File: config.mk
export PLATFORM = sky130hd
export DESIGN_NAME = cla_5bit_nand_only_flat
export DESIGN_NICKNAME = d
export VERILOG_FILES = /design/src/rtl/cla_5bit_nand_only_if.sv /design/src/rtl/cla_5bit_nand_only.sv /design/src/flat_wrapper.sv
export SDC_FILE = /design/constraint.sdc
export NUM_CORES = 1
export LEC_CHECK = 0
export CORE_MARGIN = 4
export CORE_UTILIZATION = 44
export CTS_CLUSTER_DIAMETER = 200
export CTS_CLUSTER_SIZE = 30
export DETAILED_ROUTE_END_ITERATION = 8
export PLACE_DENSITY = 0.83
export SLEW_MARGIN = 20
export SYNTH_ARGS = -nofsm -noshare
export SYNTH_HDL_FRONTEND = slang
export SYNTH_SLANG_ARGS = --single-unit
File: constraint.sdc
create_clock -name clk -period 1.8 [get_ports clk]
set_input_delay 0.27 -clock clk [delete_from_list [all_inputs] [get_ports clk]]
set_output_delay 0.27 -clock clk [all_outputs]
set_load 0.005 [all_outputs]
File: src/rtl/cla_5bit_nand_only_if.sv
// rtl/cla_5bit_nand_only_if.sv - operand and result bundle for the 5-bit NAND-only CLA
interface cla_5bit_nand_only_if;
   logic [4:0] a_in;
   logic [4:0] b_in;
   logic       cin;
   logic [4:0] sum;
   logic       cout;

   modport master (
      output a_in,
      output b_in,
      output cin,
      input  sum,
      input  cout
   );

   modport slave (
      input  a_in,
      input  b_in,
      input  cin,
      output sum,
      output cout
   );
endinterface

File: src/rtl/cla_5bit_nand_only.sv
// rtl/cla_5bit_nand_only.sv - two-stage registered 5-bit carry-lookahead adder built only from 2-input NANDs
module cla_5bit_nand_only (
   input  logic                    clk,
   input  logic                    rst,
   cla_5bit_nand_only_if.slave     io
);

   logic [4:0] a;
   logic [4:0] b;
   logic       c0;
   logic [4:0] sum_comb;
   logic       cout_comb;

   logic [4:0] p;
   logic [4:0] g;
   logic [5:0] carry;

   // Every gate below bottoms out in nd(); nothing else touches the add path.
   function automatic logic nd(input logic x, input logic y);
      return ~(x & y);
   endfunction

   function automatic logic inv(input logic x);
      return nd(x, x);
   endfunction

   function automatic logic and2(input logic x, input logic y);
      return inv(nd(x, y));
   endfunction

   function automatic logic or2(input logic x, input logic y);
      return nd(inv(x), inv(y));
   endfunction

   function automatic logic xor2(input logic x, input logic y);
      logic m;
      m = nd(x, y);
      return nd(nd(x, m), nd(y, m));
   endfunction

   always_ff @(posedge clk) begin
      if (rst) begin
         a  <= '0;
         b  <= '0;
         c0 <= 1'b0;
      end else begin
         a  <= io.a_in;
         b  <= io.b_in;
         c0 <= io.cin;
      end
   end

   always_comb begin
      for (int i = 0; i < 5; i++) begin
         p[i] = xor2(a[i], b[i]);
         g[i] = and2(a[i], b[i]);
      end
   end

   // Each carry is a flat sum of products over p/g/c0; no carry feeds another.
   always_comb begin
      logic acc;
      logic prod;
      carry    = '0;
      carry[0] = c0;
      for (int i = 0; i < 5; i++) begin
         acc  = g[i];
         prod = p[i];
         for (int j = i - 1; j >= 0; j--) begin
            acc  = or2(acc, and2(prod, g[j]));
            prod = and2(prod, p[j]);
         end
         acc          = or2(acc, and2(prod, c0));
         carry[i + 1] = acc;
      end
   end

   always_comb begin
      for (int i = 0; i < 5; i++) begin
         sum_comb[i] = xor2(p[i], carry[i]);
      end
      cout_comb = carry[5];
   end

   always_ff @(posedge clk) begin
      if (rst) begin
         io.sum  <= '0;
         io.cout <= 1'b0;
      end else begin
         io.sum  <= sum_comb;
         io.cout <= cout_comb;
      end
   end

endmodule

File: src/flat_wrapper.sv
// flat-port wrapper written by rule: the top's interface ports become plain ports
module cla_5bit_nand_only_flat 
  (clk, rst, io_a_in, io_b_in, io_cin, io_sum, io_cout);
  cla_5bit_nand_only_if io_i ();
  input  logic clk;
  input  logic rst;
  input wire logic [$bits(io_i.a_in)-1:0] io_a_in;
  input wire logic [$bits(io_i.b_in)-1:0] io_b_in;
  input wire logic [$bits(io_i.cin)-1:0] io_cin;
  output wire logic [$bits(io_i.sum)-1:0] io_sum;
  output wire logic [$bits(io_i.cout)-1:0] io_cout;
  assign io_i.a_in = io_a_in;
  assign io_i.b_in = io_b_in;
  assign io_i.cin = io_cin;
  assign io_sum = io_i.sum;
  assign io_cout = io_i.cout;
  cla_5bit_nand_only u_core (.clk(clk), .rst(rst), .io(io_i));
endmodule
# Yosys cells after proc, flatten, opt, wreduce, memory -nomap -nowiden
# Cells that the tools add are included.
[totals] reg_bits=17 inputBits=13 out_inout_bits=6 wordCells=143
[classes] bitwise_logic=138
[ops] cell="1-bit AND" n=79
[ops] cell="1-bit inverter" n=59

# Logic depth before layout (Yosys ltp)
# Gate-level depths: netlist (run 1).
[logic_depth] word_depth=19 mapped_depth=4

# Worst setup path before layout (run 1)
# Ideal clock, no wire load.
[synth_path] path_kind="register -> register" from="register u_core.b[0]" to="register u_core.io.sum[3]" path_stages_with_launch=5 setup_ps=123 n_path_buf=0 arrival_ps=1383 required_time_ps=1677 period_less_slack_ps=1506 setup_slack_ps=294 cell_sequence="dfxtp_1 > ha_1 > a211o_1 > a21oi_2 > mux2_1"
[synth_via] elab_chain_len=17
[synth_lines] element="start: declaration" line_no="cla_5bit_nand_only.sv:9" source="logic [4:0] b;"
[synth_lines] element="start signal: assignment" line_no="cla_5bit_nand_only.sv:48" source="b <= io.b_in;"
[synth_lines] element="1-bit AND" line_no="cla_5bit_nand_only.sv:20" source="return ~(x & y);"
[synth_lines] element="1-bit inverter" line_no="cla_5bit_nand_only.sv:20"
[synth_lines] element="1-bit AND" line_no="cla_5bit_nand_only.sv:20"
[synth_lines] element="1-bit inverter" line_no="cla_5bit_nand_only.sv:20"
[synth_lines] element="1-bit AND" line_no="cla_5bit_nand_only.sv:20"
[synth_lines] element="1-bit inverter" line_no="cla_5bit_nand_only.sv:20"
[synth_lines] element="1-bit AND (2 in series)" line_no="cla_5bit_nand_only.sv:20"
[synth_lines] element="1-bit inverter"
[synth_lines] element="1-bit AND (*)" line_no="cla_5bit_nand_only.sv:20"
[synth_lines] element="1-bit inverter (*)" line_no="cla_5bit_nand_only.sv:20"
[synth_lines] element="1-bit AND" line_no="cla_5bit_nand_only.sv:20"
[synth_lines] element="1-bit inverter" line_no="cla_5bit_nand_only.sv:20"
[synth_lines] element="1-bit AND" line_no="cla_5bit_nand_only.sv:20"
[synth_lines] element="1-bit inverter" line_no="cla_5bit_nand_only.sv:20"
[synth_lines] element="1-bit AND (*)" line_no="cla_5bit_nand_only.sv:20"
[synth_lines] element="1-bit inverter (*)" line_no="cla_5bit_nand_only.sv:20"
[synth_lines] element="end signal: assignment" line_no="cla_5bit_nand_only.sv:90" source="io.sum <= sum_comb;"
[synth_lines] element="end: declaration" line_no="cla_5bit_nand_only_if.sv:21" source="output sum,"
# Every way passes the cells marked *; elsewhere a longest branch is shown, timed or not.
# A chain may end at the register's enable or synchronous reset.

# Final worst setup path (run 1)
# Same ends and word-level chain as after synthesis.

==> results.toml, run 1 <==
[clock_network]
ctsHoldBuffers = 0
clockBufferDepth = 2
worstSkewPairLatency_ps = 290
post_cts_buffers = 0
cts.sinks = 17
cts_buffers = 3
cts_root_buf = "clkbuf_4"
post_cts_resized = 0
htree_levels = 1
cts.clk_slew.worst_paths_ps = 100
cts_tree = "yes"

[hold_path]
hp-class = "in -> reg"
min_path_cells = 2

[sta]
final_max_slew_viol_count = 0
relSlewSlack_pct = 80.28
setup_viol = 0
finalHoldViolCount = 0
min_period_ps = 1603
clock_skew_ps = 8.015
worstMarginPinSlew_ps = 291.7
setup_tns_ps = 0
hold_slack_ps = 517.4
period_share_pct = 89.07
finalWorstSetupSlack_ps = 196.8
fmax_mhz = 623.8
rsz0062_at_grt = "no"

[worst_setup_path]
crit_fanout = 4
critPathKind = "reg -> reg"
cp-start-kind = "flip-flop"
worstPathRequired_ps = 1980
reg2reg_depth = 4
cp-end-kind = "flip-flop"
arrival_ps = 1780

[logic_synthesis]
syn_nets = 82
synth_warnings = 0
synthTopCellsByArea = "dfxtp_1, nor2b_1, ha_1"
syn_area_per_cell_um2 = 10.78
synth.distinct_cells = 23
synthTopCellsByCount = "dfxtp_1, nor2b_1, ha_1, inv_1, nor2_1"
synth_seq_cells = 17
postSynthCellCount = 63
synthFlopType = "dfxtp_1"
yosysMostFrequentCell = "dfxtp_1"
synth_edf_count = 0
syn-cell-area_um2 = 679.4
synth_top_area_cell = "dfxtp_1"
synth_seq_area_share_pct = 50.09
synth_top_cell_area_share_pct = 50.09
synthArstFlopShare_pct = 0

[global_route]
overflow = 0
grt_pass1_wl_mm = 1.945
antenna_found_initial = 0
grt_max_degree = 17
grt_pass1_vias = 496
grtUsageTotal_pct = 12.72

[power_and_ir_drop]
power_leakage_nw = 0.3805
ir_drop_v = 0.0004293
power_density_nw_per_um2 = 820.1

[placement]
dp_hpwl_um = 855.9
preCtsSetupSlack_ps = 207.0
dp.cells = 95
gp_congestion = 0.6598
io_buffer_count = 18
dpl-instance-area_um2 = 877.1

[route]
drt_iter0_drc = 1
wl_mm = 1.086
viasPerCell = 5.040
ant_nets = 0
vias = 499
drcViolationCount = 0
wire_per_inst_um = 10.97
first_pass_iters = 3

[floorplanning]
core_area_um2 = 1383
io_pins = 19
rows = 13
die_h_um = 47.30
die_area_um2 = 2237
die_w_um = 47.30
initial_core_util_pct = 49.14

[flow_run]
cap_violations = 0

[final_layout]
regArea_um2 = 340.3
n_fill_cell = 114
multi_input_area_um2 = 315.3
syn2layout_area_growth_pct = 32.96
final_nets = 104
design_area_um2 = 903.4
drive_above_1_share_pct = 5.952
antennaDiodeCount = 0
final_cells = 99

[run_status]
status = "complete, no violations"
critical path, cell delays in order, from the launching register on:
cell	delay, ps
dfxtp_1	330
ha_1	300
a211o_1	350
a21oi_2	170
mux2_1	330
kinds of logic (layout without fill, tap and decap cells):
family	after synthesis	after routing	synth area share, %
and+or+nand+nor	22	22	20.26
DFF	17	17	50.09
AOI/OAI and AO/OA	10	10	11.05
adders and majority gates	6	6	12.15
buffers and inverters	6	27	3.497
xor gates and xnor gates	1	1	1.289
muxes	1	1	1.657
cells in the final DEF (no fill, tap or decap), types with 2 or more instances in the layout:
cell type | netlist | layout
a211oi_1 | 2 | 2
a21o_1 | 2 | 2
clkbuf_4 | 0 | 3
clkdlybuf4s50_1 | 0 | 18
dfxtp_1 | 17 | 17
ha_1 | 5 | 5
inv_1 | 4 | 4
nand3_1 | 2 | 2
nor2_1 | 3 | 3
nor2b_1 | 12 | 12
nor3b_1 | 2 | 2
final timing paths:
check	start	to	slack, ps
worst min-delay path	io_b_in[1]	u_core.b[1]	520
worst max-delay path	u_core.b[0]	u_core.io.sum[3]	200
worst max register to register	u_core.b[0]	u_core.io.sum[3]	200
worst min register to register	u_core.a[0]	u_core.io.sum[0]	620
cell type report:
| class | instances | area share (%) |
|---|---|---|
| Multi-Input combinational cell | 40 | 34.90 |
| Clock buffer | 4 | 2.909 |
| Timing Repair Buffer | 19 | 20.78 |
| Inverter | 4 | 1.662 |
| Tap cell | 15 | 2.078 |
| Sequential cell | 17 | 37.67 |
through the flow:
step           utilization [%]  power, mW
3_5_place_dp             63.44     0.5459
3_3_place_gp             63.44     0.5409
2_1_floorplan                -     0.4832
4_1_cts                  65.34     0.7432
6_report                 65.34     0.7409
5_1_grt                  65.34     0.7763
report_power, final:
group | switching, mW | internal [mW] | total [mW] | leakage (nW)
combinational | 0.0473 | 0.0787 | 0.126 | 0.224
clock | 0.119 | 0.0862 | 0.205 | 0.0150
sequential | 0.00807 | 0.402 | 0.410 | 0.141
registers in the layout (all words and copies together) (netlist names):
name / flops
u_core.io.sum: 5
u_core.a: 5
u_core.c0: 1
u_core.io.cout: 1
u_core.b: 5
metal layers:
layer | vias to the layer above | part of all wire [%] | global-route usage, %
li1 | 258 | - | -
met2 | 17 | 51 | 22.46
met5 | - | 0 | 0
met3 | 5 | 6.4 | 2.299
met1 | 219 | 40 | 13.63
met4 | 0 | 2.9 | 8.287
(Power assumes the default switching activity.)
==> inputs of run 2 (changes only) <==
--- a/config.mk
+++ b/config.mk
@@ -7,7 +7,7 @@
 export LEC_CHECK = 0
 export CORE_MARGIN = 4
 export CORE_UTILIZATION = 44
-export CTS_CLUSTER_DIAMETER = 200
+export CTS_CLUSTER_DIAMETER = 30
 export CTS_CLUSTER_SIZE = 30
 export DETAILED_ROUTE_END_ITERATION = 8
 export PLACE_DENSITY = 0.83
==> results of run 2 <==
No change in the layout: final DEF, timing and power equal those of run 1.
